===== src/rtl/lemmings_world.sv =====
// rtl/lemmings_world.sv - terrain model driving a lemming: walls, one hole, optional dig site
// Optional dig support is compiled in when LEMMINGS_WORLD_DIG_EN is defined.
module lemmings_world #(
   parameter int PW         = 5,
   parameter int START_POS  = 16,
   parameter int RIGHT_WALL = 31,
   parameter int HOLE_POS   = 20,
   parameter int HOLE_DEPTH = 4,
   parameter int DIG_POS    = 10,
   parameter int DIG_CYCLES = 3
) (
   input  logic clk,
   input  logic rstn,
   input  logic walk_left,
   input  logic walk_right,
   input  logic aaah,
   input  logic digging,
   output logic bump_left,
   output logic bump_right,
   output logic ground,
   output logic dig
);

   localparam int FW = (HOLE_DEPTH > 1) ? $clog2(HOLE_DEPTH) : 1;
   localparam int DW = (DIG_CYCLES > 0) ? $clog2(DIG_CYCLES + 1) : 1;

   typedef enum logic [1:0] {
      ST_GROUND = 2'd0,
      ST_DIG    = 2'd1,
      ST_FALL   = 2'd2
   } state_t;

   state_t        state;
   logic [PW-1:0] pos;
   logic [FW-1:0] fall_cnt;
   logic [DW-1:0] dig_cnt;
   logic          hole_used;
   logic          dig_done;

   logic          walk_r;
   logic          walk_l;
   logic          hit_right;
   logic          hit_left;
   logic [PW-1:0] pos_upd;
   logic          moved;
   logic          hole_hit;
   logic          dig_offer;
   logic [DW-1:0] dig_cnt_nxt;

   // aaah is only watched by the lemming; digging goes unread when dig support is off
   logic unused_inputs;
   assign unused_inputs = &{1'b0, aaah, digging, dig_cnt, dig_done, dig_offer, dig_cnt_nxt};

   // Position the lemming would take this cycle if it were on the ground
   always_comb begin
      walk_r    = walk_right & ~walk_left;
      walk_l    = walk_left & ~walk_right;
      hit_right = walk_r && (pos == PW'(RIGHT_WALL));
      hit_left  = walk_l && (pos == '0);
      pos_upd   = pos;
      if (walk_r && !hit_right) begin
         pos_upd = pos + 1'b1;
      end else if (walk_l && !hit_left) begin
         pos_upd = pos - 1'b1;
      end
      moved       = (pos_upd != pos);
      hole_hit    = (pos_upd == PW'(HOLE_POS)) && !hole_used;
      // The dig site is offered only on arrival, so standing still never repeats the pulse
      dig_offer   = moved && (pos_upd == PW'(DIG_POS)) && !dig_done;
      dig_cnt_nxt = dig_cnt + 1'b1;
   end

   // Terrain state machine; every output is a register updated here
   always_ff @(posedge clk) begin
      if (!rstn) begin
         state      <= ST_GROUND;
         pos        <= PW'(START_POS);
         fall_cnt   <= '0;
         dig_cnt    <= '0;
         hole_used  <= 1'b0;
         dig_done   <= 1'b0;
         bump_left  <= 1'b0;
         bump_right <= 1'b0;
         ground     <= 1'b1;
         dig        <= 1'b0;
      end else begin
         bump_left  <= 1'b0;
         bump_right <= 1'b0;
         dig        <= 1'b0;
         case (state)
            ST_GROUND: begin
`ifdef LEMMINGS_WORLD_DIG_EN
               if (digging && ground) begin
                  // First digging cycle counts as one; the lemming stays put while digging
                  if (DIG_CYCLES <= 1) begin
                     ground   <= 1'b0;
                     dig_done <= 1'b1;
                     fall_cnt <= '0;
                     dig_cnt  <= '0;
                     state    <= ST_FALL;
                  end else begin
                     dig_cnt  <= DW'(1);
                     state    <= ST_DIG;
                  end
               end else
`endif
               begin
                  pos        <= pos_upd;
                  bump_left  <= hit_left;
                  bump_right <= hit_right;
                  if (hole_hit) begin
                     // Hole wins over a dig offer on the same column/cycle
                     ground    <= 1'b0;
                     fall_cnt  <= '0;
                     hole_used <= 1'b1;
                     state     <= ST_FALL;
                  end
`ifdef LEMMINGS_WORLD_DIG_EN
                  else if (dig_offer) begin
                     dig <= 1'b1;
                  end
`endif
               end
            end
`ifdef LEMMINGS_WORLD_DIG_EN
            ST_DIG: begin
               if (digging) begin
                  dig_cnt <= dig_cnt_nxt;
                  if (dig_cnt_nxt == DW'(DIG_CYCLES)) begin
                     ground   <= 1'b0;
                     dig_done <= 1'b1;
                     fall_cnt <= '0;
                     dig_cnt  <= '0;
                     state    <= ST_FALL;
                  end
               end else begin
                  // Gave up digging: back on solid ground, progress lost
                  dig_cnt <= '0;
                  state   <= ST_GROUND;
               end
            end
`endif
            ST_FALL: begin
               // Ground stays low HOLE_DEPTH cycles counting the entry cycle
               if (fall_cnt == FW'(HOLE_DEPTH - 1)) begin
                  ground   <= 1'b1;
                  fall_cnt <= '0;
                  state    <= ST_GROUND;
               end else begin
                  fall_cnt <= fall_cnt + 1'b1;
               end
            end
            default: begin
               state <= ST_GROUND;
            end
         endcase
      end
   end

endmodule


===== config.mk =====
export PLATFORM = sky130hd
export DESIGN_NAME = lemmings_world
export DESIGN_NICKNAME = d
export VERILOG_FILES = /design/src/rtl/lemmings_world.sv
export SDC_FILE = /design/constraint.sdc
export NUM_CORES = 1
export LEC_CHECK = 0
export CAP_MARGIN = 20
export CORE_AREA = 2 2 39 41
export CTS_CLUSTER_SIZE = 8
export DETAILED_ROUTE_END_ITERATION = 7
export DIE_AREA = 0 0 41 43
export DONT_BUFFER_PORTS = 1
export HOLD_SLACK_MARGIN = 0.12
export PLACE_DENSITY_LB_ADDON = 0.3
export RECOVER_POWER = 25
export REMOVE_ABC_BUFFERS = 1
export SYNTH_ARGS = -nofsm -noshare
export SYNTH_HDL_FRONTEND = slang
export SYNTH_SLANG_ARGS = --single-unit

===== constraint.sdc =====
create_clock -name clk -period 4 [get_ports clk]
set_clock_uncertainty 0.15 [all_clocks]
set_input_delay 0.8 -clock clk [delete_from_list [all_inputs] [get_ports clk]]
set_output_delay 0.8 -clock clk [all_outputs]
set_load 0.05 [all_outputs]

== After elaboration in Yosys (flattened, before gate mapping) ==
Cells that the tools add are included.

* Logic and storage cells: 47
* Bits of input ports: 6
* Output and inout bits: 4
* Register bits after elaboration: 13

* Add/subtract/negate cells: 3
* Reductions and logical operators: 16
* Multiplexer cells: 11
* Eq/ne operators: 6
* Bitwise gates (word level): 4

{| class="wikitable"
|+ Operator list
! cell !! count
|-
| $eq 5x5->1 const B || 2
|-
| $mux 5 || 2
|-
| $mux 2 || 4
|-
| $pmux 2 s2 || 2
|-
| $reduce_and 2->1 || 4
|-
| $add 5x1->5 const B || 1
|-
| $logic_and 1x1->1 || 5
|-
| $logic_not 5->1 || 1
|-
| $sub 5x1->5 const B || 1
|-
| $eq 2x2->1 const B || 2
|-
| $ne 2x2->1 const B || 2
|-
| $logic_not 1->1 || 3
|-
| $reduce_and 3->1 || 1
|-
| $add 2x1->2 const B || 1
|-
| $and 1x1->1 || 2
|-
| $logic_not 2->1 || 1
|-
| $mux 1 || 2
|-
| $not 1->1 || 2
|-
| $pmux 1 s2 || 1
|-
| $reduce_bool 2->1 || 1
|}

== Longest topological paths before layout ==
Gate-level depths: netlist (run 1).

* Depth after elaboration: 11
* Gate-level depth with buffers: 9
* Depth with buffers taken out: 9

== Least setup slack after synthesis (run 1) ==
No wires, ideal clock.

* Path kind: register to register
* Start: reg pos[0]
* End: reg hole_used
* Library setup time: 0.117 ns
* Path slack: 1.394 ns
* Buffers on the path: 0
* Period minus slack after synthesis: 2.606 ns
* Stages on the path, launching flop included: 10
* Arrival: 2.339 ns
* Data required time: 3.733 ns
* Path through: dfxtp_1 -> ha_1 -> and3_1 -> ha_1 -> nor3b_1 -> mux2i_1 -> a21oi_1 -> o21ai_0 -> o21a_2 -> a22o_1

* Cells in the longest elaborated chain, start to end: 9
* Elaborated cells between the ends (all ways): 15
* Classes of those cells: 2 x add/sub; 2 x eq/ne; 2 x mux; 9 x reduce/logical

{| class="wikitable"
|+ Ends and longest elaborated chain
! what !! line !! text
|-
| start: declaration || 34 || <nowiki>logic [PW-1:0] pos;</nowiki>
|-
| start signal: assignment || 77 || <nowiki>pos <= PW'(START_POS);</nowiki>
|-
| start signal: assignment || 108 || <nowiki>pos <= pos_upd;</nowiki>
|-
| parallel branches: the longest is 5 deep, another holds $sub 5x1->5 || n/a ||
|-
| $mux 5 (*) || 61 || <nowiki>if (walk_r && !hit_right) begin</nowiki>
|-
| $eq 5x5->1 (*) || 67 || <nowiki>hole_hit = (pos_upd == PW'(HOLE_POS)) && !hole_used;</nowiki>
|-
| $logic_and 1x1->1 (*) || 67 ||
|-
| $reduce_and 2->1 (no line) (*) || n/a ||
|-
| end signal: assignment || 80 || <nowiki>hole_used <= 1'b0;</nowiki>
|-
| end signal: assignment || 115 || <nowiki>hole_used <= 1'b1;</nowiki>
|-
| end: declaration || 37 || <nowiki>logic hole_used;</nowiki>
|}

Mark *: on every way between the ends.
A chain may end at the register's enable or synchronous reset.

== Worst setup path in the final report (run 1) ==
* Start: reg pos[0]
* End: reg fall_cnt[0]

* Cells in the longest elaborated chain, start to end: 10
* Elaborated cells between the ends (all ways): 16
* Classes of those cells: 2 x add/sub; 3 x eq/ne; 2 x mux; 9 x reduce/logical

{| class="wikitable"
|+ Ends and longest elaborated chain
! what !! line !! text
|-
| parallel branches: the longest is 5 deep, another holds $sub 5x1->5 || n/a ||
|-
| $mux 5 (*) || 61 ||
|-
| $eq 5x5->1 (*) || 67 ||
|-
| $logic_and 1x1->1 (*) || 67 ||
|-
| $ne 2x2->1 (no line) (*) || n/a ||
|-
| $reduce_and 2->1 (no line) (*) || n/a ||
|-
| end signal: assignment || 150 || <nowiki>fall_cnt <= fall_cnt + 1'b1;</nowiki>
|-
| end: declaration || 35 || <nowiki>logic [FW-1:0] fall_cnt;</nowiki>
|}

Marks and branches as above.

==> results.sh, run 1 <==
export IMPL_internal_power_mw=0.2459
export IMPL_dieArea_mm2=0.001763
export IMPL_numCtsBuffers=3
export IMPL_cts_max_level=1
export IMPL_cp_max_fo=7
export IMPL_hold_viol_final=0
export IMPL_rr_worst_depth=9
export IMPL_clk_latency_ns=0.28
export IMPL_worst_pin_slew_ns=0.8021
export IMPL_critPathRequiredTime_ns=4.01
export IMPL_grt_pass1_wl_um=2263
export IMPL_hp_start="fall_cnt[1]$_SDFFE_PN0P_"
export IMPL_post_cts_resized=0
export IMPL_layout_drive_gt1_share_pct=10.00
export IMPL_worstPathArrival_ns=2.90
export IMPL_synthArstFlopShare_pct=0
export IMPL_synth_avg_cell_area_um2=8.899
export IMPL_crit_top_cell="ha_1"
export IMPL_cpLargestDelayFamily="simple AND/OR/NAND/NOR gates"
export IMPL_cp_buffers_inverters=0
export IMPL_nNetsFinal=91
export IMPL_antenna_found_initial=0
export IMPL_cts_tree="done"
export IMPL_cts_setup_buffers=0
export IMPL_fin_crit_sh_pct=72.21
export IMPL_start_util_pct=51.45
export IMPL_ant_nets=0
export IMPL_overflow=0
export IMPL_chipWidth_um=41
export IMPL_swShare_pct=35.68
export IMPL_yosysUniqueCellTypes=37
export IMPL_cts_reportedPaths_clkPinSlew_ns=0.08
export IMPL_worst_ir_drop_vdd_uv=230.5
export IMPL_p_seq_share_pct=44.5
export IMPL_slew_viol_final=0
export IMPL_antennaDiodeCount=0
export IMPL_leakagePower_nw=0.2832
export IMPL_hold_path_class="flop to flop"
export IMPL_pwr_share_comb_pct=29.9
export IMPL_powerDensity_mw_per_mm2=518.8
export IMPL_drcViolationCount=0
export IMPL_cts_sinks=12
export IMPL_place_hpwl_um=1001
export IMPL_grt_max_degree=14
export IMPL_critPathMaxStageDelay_ns=0.66
export IMPL_whs_endpoint="fall_cnt[1]$_SDFFE_PN0P_"
export IMPL_vias_per_cell=5.990
export IMPL_syn_area_um2=711.9
export IMPL_area_delta_synth_final_pct=3.515
export IMPL_power_switching_mw=0.1364
export IMPL_finalPower_mw=0.3823
export IMPL_synth_yosys_seq_area_share_pct=33.74
export IMPL_worstReg2RegEnd="fall_cnt[0]$_SDFFE_PN0P_"
export IMPL_wl_um=1357
export IMPL_cts_root_buf="clkbuf_4"
export IMPL_setup_violations=0
export IMPL_outcome="finished, final reports clean"
export IMPL_fmax_mhz=346.2
export IMPL_p_clk_share_pct=25.6
export IMPL_ctsHoldBuffers=0
export IMPL_ys_ff_latch=12
export IMPL_port_buffers=0
export IMPL_crit_cells=9
export IMPL_ys_warnings_count=0
export IMPL_vias=575
export IMPL_reg2reg_setup_slack_ns=1.11
export IMPL_gp_congestion=0.7289
export IMPL_relSlewSlack_pct=46.41
export IMPL_cp_end_kind="flop"
export IMPL_dieHeight_um=43
export IMPL_synth_edff_count=0
export IMPL_fin_crit_ns=2.889
export IMPL_clockBufferDepth=2
export IMPL_crit_chain="ha_1 > and3_1 > ha_1 > nor3b_1 > mux2i_1 > a21oi_1 > o21ai_0 > o21a_2 > o32ai_1"
export IMPL_critPathLaunchType="flop"
export IMPL_setup_tns_ns=0
export IMPL_cp_slowest_cell="nor3b_1"
export IMPL_whs_path_depth=2
export IMPL_netlist_instances=80
export IMPL_rsz0062_at_grt="no"
export IMPL_crit_type="flop to flop"
export IMPL_track_usage_pct=19.27
export IMPL_rows=14
export IMPL_r2r_start="pos[0]$_SDFFE_PN0N_"
export IMPL_synth_flop_cell="dfxtp_1"
export IMPL_dr_pass1_iters=2
export IMPL_drv_cap=0
export IMPL_coreArea_mm2=0.001384
export IMPL_ios=10
export IMPL_drt_initial_drc_count=8
export IMPL_grt_pass1_vias=548
export IMPL_drt_wirelength_per_cell_um=14.14
## area by class of cell
| cell class | instances | area, um2 |
|---|---|---|
| clock buffer | 4 | 36.28 |
| fill | 140 | 646.9 |
| inverter | 3 | 11.26 |
| multi-input combinational | 61 | 429.2 |
| sequential | 12 | 240.2 |
| tap | 16 | 20.02 |
## state kept, by name, indices dropped and copies added (netlist names)
name,cells
ground,1
fall_cnt,2
bump_right,1
pos,5
bump_left,1
state,1
hole_used,1
## worst reg2reg max path, cell delays in order (launching register included)
cell,delay (ns)
dfxtp_1,0.37
ha_1,0.23
and3_1,0.18
ha_1,0.20
nor3b_1,0.66
mux2i_1,0.42
a21oi_1,0.11
o21ai_0,0.17
o21a_2,0.19
o32ai_1,0.09
## kinds of logic after synthesis
| kind of cell | Yosys count | share of synthesized area, % |
|---|---|---|
| muxes | 2 | 2.812 |
| and+or+nand+nor | 30 | 24.43 |
| other | 1 | 0.5267 |
| buffers and inverters | 7 | 5.447 |
| DFF | 12 | 33.74 |
| AOI/OAI and AO/OA | 20 | 21.09 |
| xor gates and xnor gates | 4 | 4.920 |
| adders and majority gates | 4 | 7.030 |
## synth_stat cells, types with 2 or more instances
cell type	number	share of area [%]
nand2b_1	2	1.8
inv_1	3	1.6
a211oi_1	2	2.1
nor2_1	5	2.6
xnor2_1	4	4.9
nor3_1	3	2.1
a21oi_1	3	2.1
ha_1	4	7.0
o211ai_1	3	3.2
nor4_1	2	1.8
dfxtp_1	12	34
and3_1	3	2.6
mux2i_1	2	2.8
o21ai_0	4	2.8
nand2_1	6	3.2
## stage by stage
step                cells  util (%)  setup WS, ns  cell area (um2)  hold slack, ns
floorplan              76         -         1.394            684.4          0.2915
global route           96     53.25        0.8883            737.0          0.3649
finish                 96     53.25         1.111            737.0          0.3156
detailed placement     92     50.90         1.102            704.4          0.3072
CTS                    96     53.53         1.096            740.7          0.3217
global placement       92     50.90         1.158            704.4          0.3072
## worst max path at each step
stage | start | to | slack [ns]
floorplan | pos[0]$_SDFFE_PN0N_ | hole_used$_SDFFE_PN0P_ | 1.39
global placement | pos[0]$_SDFFE_PN0N_ | hole_used$_SDFFE_PN0P_ | 1.16
detailed placement | pos[0]$_SDFFE_PN0N_ | hole_used$_SDFFE_PN0P_ | 1.10
CTS | pos[0]$_SDFFE_PN0N_ | fall_cnt[0]$_SDFFE_PN0P_ | 1.10
global route | pos[0]$_SDFFE_PN0N_ | ground$_SDFFE_PN1P_ | 0.89
finish | pos[0]$_SDFFE_PN0N_ | fall_cnt[0]$_SDFFE_PN0P_ | 1.11
## power groups by stage
stage                     sequential, mW  combinational (mW)  clock (mW)
after floorplan                    0.166              0.0989           0
after global placement             0.172               0.112           0
after detailed placement           0.174               0.115           0
after CTS                          0.170               0.117      0.0991
after global routing               0.174               0.128       0.103
final                              0.170               0.114      0.0979
## placed cells by master, fill, tap and decap left out, drive strengths merged, types with 2 or more instances in the layout
| master | instances |
|---|---|
| nand2b | 2 |
| mux2i | 2 |
| xnor2 | 4 |
| nand2 | 6 |
| a21oi | 4 |
| nor2 | 5 |
| o21ai | 5 |
| inv | 3 |
| nor3 | 3 |
| a211oi | 2 |
| and3 | 3 |
| ha | 4 |
| nor4 | 2 |
| o211ai | 3 |
| dfxtp | 12 |
| clkbuf | 4 |
## per-layer routing
layer | global-route usage, % | wire length [um] | vias up
li1 | - | - | 293
met1 | 22.55 | 646 | 268
met4 | 10.00 | 34 | 0
met5 | 0 | 0 | -
met3 | 3.141 | 43 | 5
met2 | 31.56 | 633 | 9
Power figures use the tool's default switching activity.
==> run 2, diff against run 1 <==
- CORE_AREA: 2 2 39 41 -> default
- CORE_UTILIZATION: default -> 53
- DIE_AREA: 0 0 41 43 -> default
- clock period: 4 -> 2.4 ns (I/O delays scaled with it)
==> results.sh, run 2 (synthesized netlist as in run 1, its figures left out) <==
export IMPL_dp_slack_ns=-0.3515
export IMPL_grt_max_degree=14
export IMPL_rows=12
export IMPL_finalPower_mw=0.8096
export IMPL_largest_register_ffs=5
export IMPL_nNetsFinal=109
export IMPL_start_util_pct=60.79
export IMPL_wl_met3_um=147
export IMPL_violations="negative setup slack"
export IMPL_placed_area_um2=799.5
export IMPL_critPathLaunchType="flop"
export IMPL_place_hpwl_um=1116
export IMPL_seqCellArea_um2=242.7
export IMPL_fin_area_um2=975.9
export IMPL_numCtsBuffers=3
export IMPL_cp_slowest_cell="or3b_4"
export IMPL_cts_sinks=12
export IMPL_holdWs_ns=0.1258
export IMPL_chipWidth_um=38.65
export IMPL_fmax_mhz=400.8
export IMPL_hold_path_class="input pin to flop"
export IMPL_vias_per_cell=6.405
export IMPL_final_common_cell="buf_4"
export IMPL_cp_end_kind="flop"
export IMPL_nFillCells=67
export IMPL_fin_crit_sh_pct=104.0
export IMPL_layout_common_cells="buf_4 (15), dfxtp_1 (10), nand2_1 (6)"
export IMPL_cts_max_level=1
export IMPL_highest_layer="met4"
export IMPL_coreArea_mm2=0.001171
export IMPL_ctsHoldBuffers=0
export IMPL_dr_pass1_iters=4
export IMPL_wl_um=2078
export IMPL_layout_drive_gt1_share_pct=41.24
export IMPL_drv_cap=0
export IMPL_grt_pass1_vias=632
export IMPL_cp_max_fo=5
export IMPL_critPathRequiredTime_ns=2.42
export IMPL_grt_pass1_wl_um=2925
export IMPL_worst_pin_slew_ns=0.5021
export IMPL_crit_top_cell="ha_4"
export IMPL_fin_crit_ns=2.495
export IMPL_reg_largest_list="pos: 5 flops, fall_cnt: 2 flops"
export IMPL_cts_tree="done"
export IMPL_ios=10
export IMPL_setup_tns_ns=-0.4300
export IMPL_finalCoreUtilization_pct=83.33
export IMPL_stdcell_count=111
export IMPL_outcome="finished, violations left"
export IMPL_drt_initial_drc_count=16
export IMPL_overflow=0
export IMPL_dieHeight_um=38.65
export IMPL_worstPathArrival_ns=2.52
export IMPL_antennaDiodeCount=0
export IMPL_track_usage_pct=30.40
export IMPL_slew_viol_final=0
export IMPL_clk_latency_ns=0.30
export IMPL_gp_congestion=0.8092
export IMPL_ant_nets=0
export IMPL_multiInputGateArea_um2=535.5
export IMPL_regMostFlops="pos"
export IMPL_worst_ir_drop_vdd_uv=574.7
export IMPL_port_buffers=0
export IMPL_critPathMaxStageDelay_ns=0.40
export IMPL_antenna_found_initial=0
export IMPL_clockBufferDepth=2
export IMPL_relSlewSlack_pct=66.48
export IMPL_dp_cells=103
export IMPL_crit_chain="ha_4 > and3_4 > ha_4 > or3b_4 > o21ai_2 > o211ai_1 > buf_4 > a2111oi_4 > o21a_2 > o32ai_2"
export IMPL_leakagePower_nw=0.3847
export IMPL_dieArea_mm2=0.001494
export IMPL_finalWorstSetupSlack_ns=-0.09511
export IMPL_powerDensity_mw_per_mm2=829.5
export IMPL_hold_viol_final=0
export IMPL_rsz0062_at_grt="yes"
export IMPL_area_delta_synth_final_pct=37.08
export IMPL_vias=711
export IMPL_setup_violations=6
export IMPL_cts_root_buf="clkbuf_4"
export IMPL_crit_type="flop to flop"
export IMPL_cts_reportedPaths_clkPinSlew_ns=0.08
export IMPL_wl_met2_um=1039
export IMPL_met1_length_um=818
export IMPL_drcViolationCount=0
export IMPL_drt_wirelength_per_cell_um=18.72
## run 2: path summary, 6_finish.rpt
kind / startpoint / endpoint / slack (ns) / cells past startpoint
hold / removal: rstn / pos[4]$_SDFFE_PN1N_ / 0.13 / 1
setup reg to reg: pos[1]$_SDFFE_PN0N_ / fall_cnt[0]$_SDFFE_PN0P_ / -0.1 / 10
hold reg to reg: fall_cnt[1]$_SDFFE_PN0P_ / fall_cnt[1]$_SDFFE_PN0P_ / 0.31 / 2
setup / recovery: pos[1]$_SDFFE_PN0N_ / fall_cnt[0]$_SDFFE_PN0P_ / -0.1 / 10
## run 2: metal layers
metal | global-route usage [%] | vias up
met5 | 0 | -
met4 | 9.483 | 0
met3 | 9.249 | 8
met2 | 55.00 | 39
met1 | 33.21 | 336
li1 | - | 328
## run 2: timing repair
item	CTS	global route
pin swaps	12	6
setup endpoints to repair	6	6
resized for setup	19	6
setup buffers	3	2
## run 2: area by class of cell
| cell class | instances | share of cell area [%] |
|---|---|---|
| tap | 14 | 1.795 |
| timing repair buffer | 18 | 15.00 |
| clock buffer | 3 | 2.308 |
| sequential | 12 | 24.87 |
| multi-input combinational | 61 | 54.87 |
| inverter | 3 | 1.154 |
## run 2: where the power goes
group / total, mW / switching (mW) / internal [mW]
clock network: 0.135 / 0.0767 / 0.0585
logic: 0.398 / 0.187 / 0.211
registers: 0.276 / 0.0457 / 0.230
## run 2: worst max-delay path, delay by kind of cell, from the launching register on
| kind | cells | cell delay, ns |
|---|---|---|
| AOI/OAI and AO/OA | 5 | 0.83 |
| and+or+nand+nor | 2 | 0.55 |
| DFF | 1 | 0.35 |
| adders and majority gates | 2 | 0.31 |
| buffers and inverters | 1 | 0.18 |
==> run 3, diff against run 2 <==
- PLACE_DENSITY: default -> 0.79
- PLACE_DENSITY_LB_ADDON: 0.3 -> default
==> results.sh, run 3 (synthesized netlist as in run 1, its figures left out) <==
export IMPL_fin_crit_ns=2.500
export IMPL_dr_pass1_iters=4
export IMPL_nNetsFinal=109
export IMPL_holdWs_ns=0.1438
export IMPL_worstReg2RegEnd="hole_used$_SDFFE_PN0P_"
export IMPL_numCtsBuffers=3
export IMPL_relSlewSlack_pct=65.23
export IMPL_drt_initial_drc_count=30
export IMPL_setup_violations=5
export IMPL_setup_tns_ns=-0.3834
export IMPL_ios=10
export IMPL_rows=12
export IMPL_crit_type="flop to flop"
export IMPL_clk_latency_ns=0.28
export IMPL_crit_top_cell="ha_4"
export IMPL_grt_max_degree=14
export IMPL_rr_worst_depth=9
export IMPL_port_buffers=0
export IMPL_critPathLaunchType="flop"
export IMPL_hold_viol_final=0
export IMPL_outcome="finished, violations left"
export IMPL_critPathMaxStageDelay_ns=0.41
export IMPL_worst_ir_drop_vdd_uv=531.9
export IMPL_antennaDiodeCount=0
export IMPL_reg2reg_setup_slack_ns=-0.10
export IMPL_cp_slowest_cell="or3b_4"
export IMPL_overflow=0
export IMPL_cts_root_buf="clkbuf_4"
export IMPL_regMostFlops="pos"
export IMPL_hp_start="rstn"
export IMPL_cp_max_fo=5
export IMPL_crit_chain="ha_4 > and3_4 > ha_4 > or3b_4 > mux2i_4 > nand4b_1 > o21ai_1 > o21a_2 > a22o_1"
export IMPL_gp_congestion=0.7997
export IMPL_critPathRequiredTime_ns=2.42
export IMPL_r2r_start="pos[0]$_SDFFE_PN0N_"
export IMPL_leakagePower_nw=0.3833
export IMPL_dieArea_mm2=0.001494
export IMPL_dieHeight_um=38.65
export IMPL_clockBufferDepth=2
export IMPL_hold_path_class="input pin to flop"
export IMPL_cts_sinks=12
export IMPL_drt_wirelength_per_cell_um=17.62
export IMPL_dp_slack_ns=-0.2939
export IMPL_vias_per_cell=6.179
export IMPL_finalPower_mw=0.8290
export IMPL_cp_buffers_inverters=0
export IMPL_slew_viol_final=0
export IMPL_fmax_mhz=400.0
export IMPL_cp_end_kind="flop"
export IMPL_worst_pin_slew_ns=0.5208
export IMPL_wl_um=1973
export IMPL_place_hpwl_um=1023
export IMPL_start_util_pct=60.79
export IMPL_powerDensity_mw_per_mm2=846.2
export IMPL_grt_pass1_wl_um=2980
export IMPL_vias=692
export IMPL_cpLargestDelayFamily="simple AND/OR/NAND/NOR gates"
export IMPL_violations="negative setup slack"
export IMPL_cts_reportedPaths_clkPinSlew_ns=0.08
export IMPL_coreArea_mm2=0.001171
export IMPL_layout_common_cells="buf_4 (18), dfxtp_1 (10), nand2_1 (6)"
export IMPL_drv_cap=0
export IMPL_worstPathArrival_ns=2.52
export IMPL_drcViolationCount=0
export IMPL_ant_nets=0
export IMPL_layout_drive_gt1_share_pct=41.84
export IMPL_cts_max_level=1
export IMPL_finalWorstSetupSlack_ns=-0.1002
export IMPL_chipWidth_um=38.65
export IMPL_whs_endpoint="pos[4]$_SDFFE_PN1N_"
export IMPL_rsz0062_at_grt="yes"
export IMPL_area_delta_synth_final_pct=37.61
export IMPL_grt_pass1_vias=667
export IMPL_reg_largest_list="pos: 5 flops, fall_cnt: 2 flops"
export IMPL_track_usage_pct=29.92
export IMPL_cts_tree="done"
export IMPL_fin_crit_sh_pct=104.2
export IMPL_antenna_found_initial=0
export IMPL_whs_path_depth=1
export IMPL_final_common_cell="buf_4"
export IMPL_largest_register_ffs=5
[run 3: metrics by stage]
step	std cells	utilization [%]	area, um2
2_1_floorplan	76	-	684.4
3_3_place_gp	103	68.27	799.5
3_5_place_dp	103	68.27	799.5
4_1_cts	111	81.30	952.2
5_1_grt	112	83.65	979.7
6_report	112	83.65	979.7
[run 3: cell type report]
| cell class | instances | area, um2 |
|---|---|---|
| multi-input combinational | 61 | 536.8 |
| sequential | 12 | 242.7 |
| fill | 65 | 191.4 |
| timing repair buffer | 18 | 135.1 |
| clock buffer | 4 | 36.28 |
| tap | 14 | 17.52 |
| inverter | 3 | 11.26 |
[run 3: worst reg2reg max path, delay by kind of cell (launching register included)]
kind	cells	cell delay (ns)
muxes	1	0.26
DFF	1	0.35
and+or+nand+nor	3	0.76
adders and majority gates	2	0.32
AOI/OAI and AO/OA	3	0.56
[run 3: worst max-delay path by stage]
stage | start | to | slack, ns | depth (start not counted)
2_1_floorplan | pos[0]$_SDFFE_PN0N_ | hole_used$_SDFFE_PN0P_ | -0.21 | 9
3_3_place_gp | pos[0]$_SDFFE_PN0N_ | ground$_SDFFE_PN1P_ | -0.25 | 9
3_5_place_dp | pos[0]$_SDFFE_PN0N_ | hole_used$_SDFFE_PN0P_ | -0.29 | 9
4_1_cts | pos[1]$_SDFFE_PN0N_ | hole_used$_SDFFE_PN0P_ | -0.04 | 9
5_1_grt | pos[0]$_SDFFE_PN0N_ | fall_cnt[0]$_SDFFE_PN0P_ | -0.15 | 9
6_report | pos[0]$_SDFFE_PN0N_ | hole_used$_SDFFE_PN0P_ | -0.10 | 9
[run 3: power breakdown]
part           internal [mW]  switching, mW
Clock                 0.0923         0.0722
Sequential             0.230         0.0444
Combinational          0.203          0.186
[run 3: metal layers]
layer / track usage (%) / routed length (um) / vias to the layer above
li1: - / - / 327
met1: 31.79 / 746 / 327
met2: 53.33 / 1039 / 30
met3: 9.827 / 125 / 8
met4: 12.07 / 61 / 0
met5: 0 / 0 / -
[run 3: what timing repair did]
item,4_1_cts,5_1_grt
hold buffers,0,0
resized for setup,16,6
pin swaps,8,7
endpoints found under the setup margin,7,6
setup buffers,4,1
